File: src/rtl/mmu_arbiter.sv
// mmu_arbiter: shares the single MMU port between two requesters.
//   m0 = CPU load/store/fetch, m1 = debug/UART memory dumper.
//   One MMU transaction at a time: IDLE -> BUSY -> DONE -> IDLE.
//   Arbitration is round-robin (RR_ENABLE=1) or fixed priority with m0 winning
//   (RR_ENABLE=0). A BUSY phase lasting TIMEOUT_CYCLES cycles without
//   mmu_mem_ready aborts the access with mN_error (0 disables the timeout).
//
// Ports:
//   clk, reset                    clock, synchronous active-high reset
//   mN_read_enable/write_enable   requests (write wins if both are high)
//   mN_signed_read, mN_data_width access attributes, forwarded unchanged
//   mN_address, mN_data_in        byte address and write data
//   mN_data_out                   read data of the last completion on port N
//   mN_mem_ready, mN_error        one-cycle completion pulse / timeout flag
//   mmu_*                         registered request fields to the MMU
//   mmu_data_out, mmu_mem_ready   response from the MMU
//   arb_busy                      high in BUSY and DONE
//   arb_grant                     owner of the current or last transaction
module mmu_arbiter #(
    parameter int RR_ENABLE      = 1,
    parameter int TIMEOUT_CYCLES = 1024,
    parameter int TO_WIDTH       = 11
) (
    input  logic        clk,
    input  logic        reset,
    input  logic        m0_read_enable,
    input  logic        m0_write_enable,
    input  logic        m0_signed_read,
    input  logic [1:0]  m0_data_width,
    input  logic [31:0] m0_address,
    input  logic [31:0] m0_data_in,
    output logic [31:0] m0_data_out,
    output logic        m0_mem_ready,
    output logic        m0_error,
    input  logic        m1_read_enable,
    input  logic        m1_write_enable,
    input  logic        m1_signed_read,
    input  logic [1:0]  m1_data_width,
    input  logic [31:0] m1_address,
    input  logic [31:0] m1_data_in,
    output logic [31:0] m1_data_out,
    output logic        m1_mem_ready,
    output logic        m1_error,
    output logic        mmu_read_enable,
    output logic        mmu_write_enable,
    output logic        mmu_signed_read,
    output logic [1:0]  mmu_data_width,
    output logic [31:0] mmu_address,
    output logic [31:0] mmu_data_in,
    input  logic [31:0] mmu_data_out,
    input  logic        mmu_mem_ready,
    output logic        arb_busy,
    output logic        arb_grant
);

    localparam logic [1:0] S_IDLE = 2'd0;
    localparam logic [1:0] S_BUSY = 2'd1;
    localparam logic [1:0] S_DONE = 2'd2;

    localparam logic [TO_WIDTH-1:0] TO_LIMIT = TO_WIDTH'(TIMEOUT_CYCLES);

    logic [1:0]          r_state;
    logic                r_last_grant;
    logic [TO_WIDTH-1:0] r_to_cnt;
    logic                r_grant;
    logic                r_busy;
    logic                r_mmu_re;
    logic                r_mmu_we;
    logic                r_mmu_sr;
    logic [1:0]          r_mmu_dw;
    logic [31:0]         r_mmu_addr;
    logic [31:0]         r_mmu_din;
    logic [31:0]         r_dout [2];
    logic [1:0]          r_ready;
    logic [1:0]          r_error;

    // Per-port request views, indexed by port number.
    logic [1:0]  w_rd;
    logic [1:0]  w_wr;
    logic [1:0]  w_pend;
    logic [1:0]  w_rd_only;
    logic        w_win;
    logic        w_timeout;
    logic [TO_WIDTH-1:0] w_to_next;

    assign w_rd = {m1_read_enable, m0_read_enable};
    assign w_wr = {m1_write_enable, m0_write_enable};

    generate
        for (genvar gi = 0; gi < 2; gi++) begin : g_port
            assign w_pend[gi]    = w_rd[gi] | w_wr[gi];
            // A simultaneous write suppresses the read.
            assign w_rd_only[gi] = w_rd[gi] & ~w_wr[gi];
        end
    endgenerate

    // Winner is only meaningful when at least one request is pending.
    always_comb begin
        w_win = 1'b0;
        if (RR_ENABLE != 0) begin
            if (w_pend[0] && w_pend[1])
                w_win = ~r_last_grant;
            else
                w_win = w_pend[1];
        end else begin
            w_win = ~w_pend[0];
        end
    end

    assign w_to_next = r_to_cnt + 1'b1;
    // w_to_next counts the BUSY cycle ending at this edge, so the abort fires
    // on the TIMEOUT_CYCLES-th BUSY edge.
    assign w_timeout = (TIMEOUT_CYCLES != 0) && (w_to_next == TO_LIMIT);

    always_ff @(posedge clk) begin
        if (reset) begin
            r_state      <= S_IDLE;
            r_last_grant <= 1'b1;
            r_to_cnt     <= '0;
            r_grant      <= 1'b0;
            r_busy       <= 1'b0;
            r_mmu_re     <= 1'b0;
            r_mmu_we     <= 1'b0;
            r_mmu_sr     <= 1'b0;
            r_mmu_dw     <= 2'd0;
            r_mmu_addr   <= 32'd0;
            r_mmu_din    <= 32'd0;
            r_dout[0]    <= 32'd0;
            r_dout[1]    <= 32'd0;
            r_ready      <= 2'b00;
            r_error      <= 2'b00;
        end else begin
            // Completion flags are single-cycle pulses.
            r_ready <= 2'b00;
            r_error <= 2'b00;
            case (r_state)
                S_IDLE: begin
                    if (|w_pend) begin
                        r_grant      <= w_win;
                        r_last_grant <= w_win;
                        r_busy       <= 1'b1;
                        r_to_cnt     <= '0;
                        r_mmu_re     <= w_rd_only[w_win];
                        r_mmu_we     <= w_wr[w_win];
                        r_mmu_sr     <= w_win ? m1_signed_read : m0_signed_read;
                        r_mmu_dw     <= w_win ? m1_data_width  : m0_data_width;
                        r_mmu_addr   <= w_win ? m1_address     : m0_address;
                        r_mmu_din    <= w_win ? m1_data_in     : m0_data_in;
                        r_state      <= S_BUSY;
                    end
                end
                S_BUSY: begin
                    r_to_cnt <= w_to_next;
                    if (mmu_mem_ready) begin
                        r_mmu_re         <= 1'b0;
                        r_mmu_we         <= 1'b0;
                        r_dout[r_grant]  <= mmu_data_out;
                        r_ready[r_grant] <= 1'b1;
                        r_state          <= S_DONE;
                    end else if (w_timeout) begin
                        r_mmu_re         <= 1'b0;
                        r_mmu_we         <= 1'b0;
                        r_dout[r_grant]  <= 32'd0;
                        r_ready[r_grant] <= 1'b1;
                        r_error[r_grant] <= 1'b1;
                        r_state          <= S_DONE;
                    end
                end
                S_DONE: begin
                    r_busy  <= 1'b0;
                    r_state <= S_IDLE;
                end
                default: begin
                    r_state <= S_IDLE;
                end
            endcase
        end
    end

    assign m0_data_out      = r_dout[0];
    assign m1_data_out      = r_dout[1];
    assign m0_mem_ready     = r_ready[0];
    assign m1_mem_ready     = r_ready[1];
    assign m0_error         = r_error[0];
    assign m1_error         = r_error[1];
    assign mmu_read_enable  = r_mmu_re;
    assign mmu_write_enable = r_mmu_we;
    assign mmu_signed_read  = r_mmu_sr;
    assign mmu_data_width   = r_mmu_dw;
    assign mmu_address      = r_mmu_addr;
    assign mmu_data_in      = r_mmu_din;
    assign arb_busy         = r_busy;
    assign arb_grant        = r_grant;

endmodule

File: config.mk
export PLATFORM = sky130hd
export DESIGN_NAME = mmu_arbiter
export DESIGN_NICKNAME = d
export VERILOG_FILES = /design/src/rtl/mmu_arbiter.sv
export SDC_FILE = /design/constraint.sdc
export NUM_CORES = 1
export LEC_CHECK = 0
export BUFFER_PORTS_ARGS = -buffer_cell sky130_fd_sc_hd__buf_2
export CORE_AREA = 2 2 119 121
export CTS_CLUSTER_DIAMETER = 50
export DETAILED_ROUTE_END_ITERATION = 10
export DIE_AREA = 0 0 121 123
export HOLD_SLACK_MARGIN = 0.06
export PLACE_DENSITY = 0.82
export SLEW_MARGIN = 40
export SYNTH_ARGS = -nofsm -noshare
export SYNTH_HDL_FRONTEND = slang
export SYNTH_SLANG_ARGS = --single-unit
File: constraint.sdc
create_clock -name clk -period 5.4 [get_ports clk]
set_input_delay 0.54 -clock clk [delete_from_list [all_inputs] [get_ports clk]]
set_output_delay 0.54 -clock clk [all_outputs]
set_load 0.05 [all_outputs]
==> results of run 1 <==
## final timing paths
check	end	slack, ps
worst max-delay path	r_dout[0][3]$_SDFFCE_PN0P_	2610
worst min-delay path	r_dout[0][6]$_SDFFCE_PN0P_	410
worst max register to register	r_dout[0][3]$_SDFFCE_PN0P_	2610
worst min register to register	arb_busy$_SDFFE_PP0P_	490
## cell type report
cell class / count / area (µm²) / share of cell area (%)
clock inverter: 15 / 165 / 1.88
clock buffer: 17 / 425 / 4.85
timing repair buffer: 320 / 1660 / 18.9
sequential: 153 / 3700 / 42.2
inverter: 4 / 15.0 / 0.171
tap: 180 / 225 / 2.57
multi-input combinational: 383 / 2570 / 29.4
## through the flow
stage	cells	setup slack (ps)	hold WS, ps
after floorplan	587	2540	470
after global placement	1038	2520	474
after detailed placement	1040	2430	488
after CTS	1072	2420	389
after global routing	1072	2390	394
final	1072	2610	411
## worst max-delay path, delay by kind of cell (launching register included)
kind / cells / cell delay [ps]
and+or+nand+nor: 2 / 460
DFF: 1 / 450
adders and majority gates: 1 / 300
AOI/OAI and AO/OA: 3 / 850
buffers and inverters: 1 / 370
## kinds of logic after synthesis
group | Yosys count
DFF | 153
xor gates and xnor gates | 3
buffers and inverters | 51
AOI/OAI and AO/OA | 115
muxes | 68
and+or+nand+nor | 195
adders and majority gates | 2
## layout by cell type, fill, tap and decap left out, types with 2 or more instances in the layout
cell type	n
buf_2	311
dfxtp_1	89
nor2_1	86
a211oi_1	69
mux2i_1	67
and2_1	67
edfxtp_1	64
clkbuf_16	17
o21ai_0	16
a21oi_1	15
nand2_1	8
nand4_1	5
buf_4	5
or3_1	4
nor2b_1	4
inv_1	4
inv_6	4
xor2_1	3
nor3_1	3
and3_1	3
nor3_2	3
a311oi_1	3
nand3_1	2
or4_1	2
ha_1	2
clkinvlp_2	2
clkinv_4	2
bufinv_16	2
clkinvlp_4	2
inv_8	2
buf_12	2
## sequential cells by signal, summed over array words and instances (netlist names), 2 cells and up
name            flops
r_dout             64
mmu_data_width      2
r_error             2
r_ready             2
r_state             2
r_to_cnt           11
mmu_data_in        32
mmu_address        32
## power by group through the flow
| stage | clock, W | sequential (W) | combinational [W] |
|---|---|---|---|
| after floorplan | 0 | 0.00179 | 0.000276 |
| after global placement | 0 | 0.00140 | 0.000904 |
| after detailed placement | 0 | 0.00140 | 0.000918 |
| after CTS | 0.00120 | 0.00138 | 0.000920 |
| after global routing | 0.00125 | 0.00139 | 0.000971 |
| final | 0.00118 | 0.00138 | 0.000913 |
## routing by layer
metal  GRT usage (%)  wire length [µm]  vias up
met3            5.49              1140       36
met1            25.4              6460     2441
met4            9.67               495        2
li1                -                 -     2705
met2            38.0              8340      244
met5               0                14        -
==> impl_metrics.tcl, run 1 <==
set metrics [dict create \
    outcome "finished, final reports clean" \
    layout_worst_path_cycle_share_pct 51.6 \
    drt_pass1_iterations 4 \
    timing.final.hold_violations 0 \
    min_path_cells 2 \
    synth-compound-area-share_pct 12.4 \
    tritoncts "done" \
    grt_remaining_overflow 0 \
    grt_start_max_net_pins 102 \
    drt.antenna.violating_nets 0 \
    clock_power_share_pct 33.9 \
    globalplace.congestion 0.898 \
    setup_viol_count_final 0 \
    finalSetupTns_ps 0 \
    cts-buffers-inserted 17 \
    switching_power_share_of_the_total_pct 34.7 \
    fin_crit_ps 2790 \
    crit-reg2reg-launch "r_to_cnt[0]$_SDFFE_PP0P_" \
    cts.htree.levels 4 \
    netlist.area_leader.share_pct 29.8 \
    largest_family_of_logic_cells_by_synthesized_area "simple AND/OR/NAND/NOR gates" \
    cts_hold_repair.buffers 0 \
    synthAdderAreaFrac_pct 0.388 \
    start_util_pct 47.3 \
    die_area_um2 14900 \
    synth-async-reset-ratio_pct 0 \
    top_level_ports 312 \
    timing.reg2reg.worst_path_depth 7 \
    crit_arrival_ps 2860 \
    synth-main-ff-cell "dfxtp_1" \
    yosys.area_share.simple_pct 15.7 \
    p_switching_w 0.00120 \
    initialDrtViolationCount 256 \
    finish.utilization_pct 64.4 \
    drt_drc_violations_left 0 \
    grt_pass1_vias 4894 \
    total_leakage_power_nw 4.22 \
    dp_hpwl_um 12300 \
    drt-vias-per-instance 5.06 \
    vias 5428 \
    critical_path.max_fanout 32 \
    synth-seq-cells 153 \
    detail_route.wirelength_um 16400 \
    post_synth_num_cell_types 44 \
    sequentialPowerShare_pct 39.7 \
    io_buffer_count 311 \
    power_frac_comb_pct 26.4 \
    fin_skew_ps 9.16 \
    number_of_diodes_added_for_antenna_fixing 0 \
    synth.most_common_cell "dfxtp_1" \
    synthesis.instances 587 \
    synth_largest_area_cell "edfxtp_1" \
    global_route.usage.total_pct 21.8 \
    yosysWarnings 0 \
    critical_path_class "reg -> reg" \
    layout.filler_cells 1082 \
    clock_sink_count 153 \
    synth-edff-count 64 \
    core.rowCount 43 \
    cts_root_buffer "clkbuf_16" \
    cts.reportedPaths.clkPinSlew_ps 60 \
    syn_avg_cell_area_um2 11.0 \
    ys_top_cells_by_count "dfxtp_1, nor2_1, a211oi_1, and2_1, mux2i_1" \
    fraction_of_layout_cells_with_a_size_suffix_above_1_pct 40.7 \
    power.internal_w 0.00226 \
    syn_nets 762 \
    timing_startpoint_of_the_critical_path "r_to_cnt[0]$_SDFFE_PP0P_" \
    die_w_um 121 \
    post_drt_wl_per_cell_um 15.3 \
    slew-limit-headroom_pct 52.7 \
    grt_setup_unrepaired "false" \
    fmax_mhz 359 \
    ys_seq_area_share_pct 57.5 \
    max_stage_delay_ps 450 \
    nets 1054 \
    max_cap_violations 0 \
    final-max-slew-violation-count 0 \
    core_area_um2 13600 \
    clock_tree.buffer_depth 2 \
    number_of_antenna_violations_at_the_first_check_in_global_routing 1 \
    powerDensity_nw_per_um2 395 \
    critical_path_required_ps 5470 \
    resize_count_post_cts 0 \
    area_delta_synth_final_pct 36.1 \
    slowest_stage "dfxtp_1" \
    synth_area_leaders "edfxtp_1, dfxtp_1, mux2i_1" \
    tightestPinTransition_ps 708 \
    worstPathCellList "ha_1 -> and4_1 -> nand4_1 -> a22o_1 -> o31ai_2 -> a21o_1 -> buf_4" \
    post_dp_cell_area_um2 8170 \
    die_y_um 123 \
    critPathCaptureType "register" \
    total_power_w 0.00346 \
    synthesis.area_um2 6440 \
    final_cell_area_um2 8770 \
    synthXorXnorAreaFrac_pct 0.408 \
    worst_min_path_class "in -> reg" \
    min-delay-start "mmu_data_out[6]" \
    irDropWorstVdd_uv 185 \
    post_synthesis_mux_area_share_pct 10.6 \
    clkLatencyLatePin_ps 420 \
    post_cts_buffers 0 \
    first_pass_grt_wire_length_um 24700 \
    worst_setup_path_start_kind "register" \
]
(Power assumes the default switching activity.)
==> inputs of run 2 (changes only) <==
Settings changed: CORE_AREA 2 2 119 121 to unset, CORE_UTILIZATION set to 42, DIE_AREA 0 0 121 123 to unset, PLACE_DENSITY 0.82 to 0.77.
Clock period 5.4 ns to 2.25 ns, I/O delays scaled along.
==> run 2 against run 1 <==
  * The flow now finishes with violations (negative setup slack)
  * Power up 140%
  * Sequential power up 140%
  * Global-route usage down 0.39 points
  * Wire length up 2.6%
  * Critical endpoint is now r_dout[1][11]$_SDFFCE_PN0P_
  * Largest power group unchanged
  * Highest routed layer unchanged
==> impl_metrics.tcl, run 2 (synthesized netlist as in run 1, its figures left out) <==
set metrics [dict create \
    violations "negative setup slack" \
    setup_viol_count_final 16 \
    drt_drc_violations_left 0 \
    max_stage_delay_ps 500 \
    cts.reportedPaths.clkPinSlew_ps 70 \
    tightestPinTransition_ps 630 \
    critical_path_class "reg -> reg" \
    drt_pass1_iterations 4 \
    clock_tree.buffer_depth 2 \
    power_frac_comb_pct 27.0 \
    timing_startpoint_of_the_critical_path "r_to_cnt[4]$_SDFFE_PP0P_" \
    tritoncts "done" \
    post_drt_wl_per_cell_um 15.3 \
    start_util_pct 43.7 \
    endpoint "r_dout[1][11]$_SDFFCE_PN0P_" \
    cts_hold_repair.buffers 0 \
    grt_start_max_net_pins 135 \
    fin_crit_ps 2260 \
    grt_setup_unrepaired "true" \
    cts_root_buffer "clkbuf_16" \
    powerDensity_nw_per_um2 919 \
    clkLatencyLatePin_ps 420 \
    fraction_of_layout_cells_with_a_size_suffix_above_1_pct 43.5 \
    final-max-slew-violation-count 0 \
    cts.htree.levels 4 \
    crit-reg2reg-launch "r_to_cnt[4]$_SDFFE_PP0P_" \
    worst_setup_path_start_kind "register" \
    clock_power_share_pct 33.4 \
    max_cap_violations 0 \
    final_cell_area_um2 9070 \
    fmax_mhz 443 \
    drt-vias-per-instance 4.91 \
    dp_hpwl_um 12600 \
    top_level_ports 312 \
    critical_path_required_ps 2380 \
    power.internal_w 0.00538 \
    worst_min_path_class "in -> reg" \
    critPathCaptureType "register" \
    globalplace.congestion 0.806 \
    r2r_slack_ps -6 \
    finalSetupTns_ps -74.4 \
    first_pass_grt_wire_length_um 26000 \
    layout_common_cells "buf_2, nor2_1, dfxtp_1" \
    fin_skew_ps 9.93 \
    grt_pass1_vias 5087 \
    grt_remaining_overflow 0 \
    sequentialPowerShare_pct 39.6 \
    clock_sink_count 153 \
    post_dp_cell_area_um2 8410 \
    nets 1079 \
    switching_power_share_of_the_total_pct 35.4 \
    top_register "r_dout" \
    r2r-end "r_dout[1][11]$_SDFFCE_PN0P_" \
    setup_slack_ps -6.03 \
    p_switching_w 0.00295 \
    flip_flop_count_of_the_largest_register_all_copies_and_words_added 64 \
    die_w_um 126 \
    total_leakage_power_nw 4.39 \
    cpLargestDelayFamily "compound AO/OA/AOI/OAI gates" \
    vias 5411 \
    initialDrtViolationCount 236 \
    io_buffer_count 311 \
    timing.reg2reg.worst_path_depth 6 \
    area_delta_synth_final_pct 40.8 \
    outcome "finished, violations left" \
    global_route.usage.total_pct 21.4 \
    timing.final.hold_violations 0 \
    worstPathCellList "nand4_1 -> or4_1 -> a22o_1 -> o31ai_4 -> a31o_4 -> buf_12" \
    critical_path_buf_inv_count 1 \
    core_area_um2 14800 \
    detail_route.wirelength_um 16900 \
    cts-buffers-inserted 17 \
    fin_worst_hold_slack_ps 95.2 \
    number_of_antenna_violations_at_the_first_check_in_global_routing 2 \
    critical_path.max_fanout 16 \
    slew-limit-headroom_pct 58.0 \
    crit_cells 6 \
    layout_worst_path_cycle_share_pct 100 \
    die_area_um2 15800 \
    mostFrequentLayoutCell "buf_2" \
    core.rowCount 44 \
    slowest_stage "or4_1" \
    crit_arrival_ps 2380 \
    die_y_um 126 \
    min-delay-start "mmu_data_out[10]" \
    place_worst_setup_slack_ps -76.5 \
    irDropWorstVdd_uv 510 \
    drt.antenna.violating_nets 0 \
]
==> run 2: cell types whose count changed in the layout (fill, tap and decap cells not counted), moves of 2 or more <==
cell	before	now
dfxtp_1	89	82
inv_8	2	4
clkinvlp_4	2	0
buf_12	2	6
buf_4	5	23
buf_6	1	4
dfxtp_2	0	7
==> run 2: through the flow <==
| stage | power (W) | cells | utilization [%] |
|---|---|---|---|
| global placement | 0.00558 | 1065 | 57.0 |
| detailed placement | 0.00561 | 1065 | 57.0 |
| CTS | 0.00839 | 1098 | 61.0 |
| finish | 0.00834 | 1102 | 61.5 |
| floorplan | 0.00496 | 587 | - |
| global route | 0.00870 | 1101 | 61.5 |
==> run 2: worst min path at each step <==
stage	depth (start not counted)	slack, ps	to
global placement	2	470	arb_busy$_SDFFE_PP0P_
finish	2	100	r_dout[1][10]$_SDFFCE_PN0P_
global route	2	80	r_dout[0][4]$_SDFFCE_PN0P_
detailed placement	2	470	arb_busy$_SDFFE_PP0P_
CTS	2	70	r_dout[0][3]$_SDFFCE_PN0P_
floorplan	2	410	r_error[0]$_SDFF_PP0_
==> run 2: power by group through the flow <==
stage	clock (W)	combinational, W	sequential (W)
4_1_cts	0.00284	0.00225	0.00330
5_1_grt	0.00298	0.00239	0.00333
3_3_place_gp	0	0.00223	0.00336
6_report	0.00279	0.00225	0.00330
2_1_floorplan	0	0.000669	0.00429
3_5_place_dp	0	0.00224	0.00336
==> run 2: layer usage <==
metal,wire length (µm),share of wire (%),track usage (%)
met4,277,1.6,8.93
met1,6920,41,24.6
met3,959,5.7,5.14
met2,8710,52,38.1
met5,13,0.077,0
==> run 2: area by class of cell <==
class	count	area (µm²)
diodes	1	2.50
clock buffers	17	425
clock inverters	15	159
fillers	1277	5680
inverters	4	15.0
multi-input cells	383	2610
flip-flops and latches	153	3710
well taps	184	230
repair buffers	345	1920
==> run 2: worst reg2reg max path: cells and delay by family, from the launching register on <==
| family | cells | cell delay, ps |
|---|---|---|
| buffers and inverters | 1 | 160 |
| AND/OR/NAND/NOR | 2 | 670 |
| AO/OA/AOI/OAI | 3 | 800 |
| flip-flops | 1 | 330 |
==> run 2: what timing repair did <==
| action | CTS | global route |
|---|---|---|
| endpoints found under the setup margin | 64 | 64 |
| buffers inserted | 1 | 2 |
| cloned | 0 | 1 |
| resized for setup | 0 | 7 |
| pin swaps | 1 | 4 |
==> inputs of run 3 (changes only) <==
Settings changed: MAX_ROUTING_LAYER set to met4.
==> run 3 against run 2 <==
  * The flow still finishes with violations (negative setup slack)
  * Clock skew about the same
  * Combinational power about the same
  * Core utilization barely moved
  * First-iteration DRC count fell by 5.1%
  * Sequential share of layout area about the same
  * Sequential power is essentially flat
  * Design area about the same
  * Wire length decreased by 0.37%
  * Highest routed layer is now met4
  * Critical path depth unchanged
  * Register-to-register slack hardly changed
  * Non-clock buffer count stayed put
==> impl_metrics.tcl, run 3 (synthesized netlist as in run 1, its figures left out) <==
set metrics [dict create \
    fin_cells 1103 \
    timing.final.hold_violations 0 \
    endpoint "r_dout[1][15]$_SDFFCE_PN0P_" \
    cts_root_buffer "clkbuf_16" \
    cts.reportedPaths.clkPinSlew_ps 60 \
    nets 1079 \
    drt.antenna.violating_nets 0 \
    die_y_um 126 \
    cts_hold_repair.buffers 0 \
    worst_setup_path_start_kind "register" \
    timing_startpoint_of_the_critical_path "r_to_cnt[4]$_SDFFE_PP0P_" \
    cts-buffers-inserted 17 \
    powerDensity_nw_per_um2 918 \
    layout_worst_path_cycle_share_pct 100 \
    layout.filler_cells 1280 \
    cts.htree.levels 4 \
    clkLatencyLatePin_ps 420 \
    top_level_ports 312 \
    number_of_antenna_violations_at_the_first_check_in_global_routing 2 \
    critical_path_required_ps 2380 \
    drt_drc_violations_left 0 \
    tightestPinTransition_ps 623 \
    layout_common_cells "buf_2, nor2_1, dfxtp_1" \
    globalplace.congestion 0.818 \
    grt_remaining_overflow 0 \
    fin_skew_ps 9.60 \
    place_inst 1065 \
    violations "negative setup slack" \
    grt_setup_unrepaired "true" \
    setup_slack_ps -5.73 \
    die_area_um2 15800 \
    drt-vias-per-instance 4.92 \
    mostFrequentLayoutCell "buf_2" \
    vias 5426 \
    outcome "finished, violations left" \
    irDropWorstVdd_uv 515 \
    timing.reg2reg.worst_path_depth 6 \
    top_register "r_dout" \
    slowest_stage "or4_1" \
    worst_min_path_class "in -> reg" \
    global_route.usage.total_pct 22.0 \
    critical_path.max_fanout 16 \
    dp_hpwl_um 12600 \
    crit-reg2reg-launch "r_to_cnt[4]$_SDFFE_PP0P_" \
    initialDrtViolationCount 224 \
    place_worst_setup_slack_ps -76.5 \
    flip_flop_count_of_the_largest_register_all_copies_and_words_added 64 \
    crit_arrival_ps 2380 \
    setup_viol_count_final 16 \
    max_cap_violations 0 \
    fin_crit_ps 2260 \
    r2r-end "r_dout[1][15]$_SDFFCE_PN0P_" \
    r2r_slack_ps -6 \
    tritoncts "done" \
    io_buffer_count 311 \
    core_area_um2 14800 \
    detail_route.wirelength_um 16800 \
    drt_pass1_iterations 4 \
    max_stage_delay_ps 500 \
    critical_path_class "reg -> reg" \
    final-max-slew-violation-count 0 \
    slew-limit-headroom_pct 58.5 \
    grt_pass1_vias 5096 \
    first_pass_grt_wire_length_um 26000 \
    final_cell_area_um2 9080 \
    area_delta_synth_final_pct 40.9 \
    clock_tree.buffer_depth 2 \
    start_util_pct 43.7 \
    core.rowCount 44 \
    die_w_um 126 \
    finish.utilization_pct 61.5 \
    critPathCaptureType "register" \
    post_drt_wl_per_cell_um 15.2 \
    worstPathCellList "nand4_1 -> or4_1 -> a22o_1 -> o31ai_4 -> a31o_4 -> buf_12" \
    total_leakage_power_nw 4.39 \
    grt_start_max_net_pins 135 \
    post_dp_cell_area_um2 8410 \
    fmax_mhz 443 \
    clock_sink_count 153 \
    fraction_of_layout_cells_with_a_size_suffix_above_1_pct 43.5 \
]
## run 3: cell types whose count changed in the layout (fill, tap and decap cells not counted), sizes merged
cell,delta
diode,+1
## run 3: area by class of cell
cell class              count  area, µm²  area share [%]
diodes                      2       5.00          0.0551
clock buffers              17        425            4.69
clock inverters            15        159            1.75
inverters                   4       15.0           0.165
multi-input cells         383       2610            28.8
flip-flops and latches    153       3710            40.9
well taps                 184        230            2.54
repair buffers            345       1920            21.1
## run 3: worst max-delay path, delay by kind of cell (launching register included)
| kind | cells | cell delay, ps |
|---|---|---|
| buffers and inverters | 1 | 160 |
| AO/OA/AOI/OAI | 3 | 800 |
| flip-flops | 1 | 330 |
| AND/OR/NAND/NOR | 2 | 670 |
## run 3: worst min path at each step
stage | startpoint | end | slack [ps] | cells past startpoint
6_report | mmu_data_out[3] | r_dout[0][3]$_SDFFCE_PN0P_ | 90 | 2
3_3_place_gp | arb_busy$_SDFFE_PP0P_ | arb_busy$_SDFFE_PP0P_ | 470 | 2
4_1_cts | mmu_data_out[3] | r_dout[0][3]$_SDFFCE_PN0P_ | 70 | 2
3_5_place_dp | arb_busy$_SDFFE_PP0P_ | arb_busy$_SDFFE_PP0P_ | 470 | 2
2_1_floorplan | mmu_mem_ready | r_error[0]$_SDFF_PP0_ | 410 | 2
5_1_grt | mmu_data_out[4] | r_dout[0][4]$_SDFFCE_PN0P_ | 80 | 2
## run 3: routing by layer
| layer | wire length, µm | track usage, % | share of wire, % | vias up |
|---|---|---|---|---|
| li1 | - | - | - | 2764 |
| met2 | 8570 | 37.9 | 51 | 234 |
| met1 | 6810 | 24.8 | 40 | 2398 |
| met3 | 1050 | 4.84 | 6.2 | 30 |
| met5 | 0 | - | 0 | - |
| met4 | 387 | 8.93 | 2.3 | 0 |
## run 3: metrics by stage
| stage | total power, W | hold WS (ps) | TNS, ps |
|---|---|---|---|
| 6_report | 0.00833 | 93.6 | -67.2 |
| 5_1_grt | 0.00869 | 84.3 | -4820 |
| 4_1_cts | 0.00839 | 73.6 | 0 |
| 3_5_place_dp | 0.00561 | 466 | -2700 |
| 3_3_place_gp | 0.00558 | 468 | -1100 |
| 2_1_floorplan | 0.00496 | 407 | -3910 |
## run 3: timing repair
action / 4_1_cts / 5_1_grt
gates resized for setup: 0 / 7
hold endpoints to repair: 0 / 0
buffers inserted: 1 / 2
cloned: 0 / 1
endpoints found under the setup margin: 64 / 64
pin swaps: 1 / 4
## run 3: report_power, final
part | internal (W) | switching (W) | total (W) | leakage [nW]
clock | 0.00157 | 0.00122 | 0.00278 | 0.285
sequential | 0.00317 | 0.000127 | 0.00330 | 1.41
combinational | 0.000642 | 0.00161 | 0.00225 | 2.69
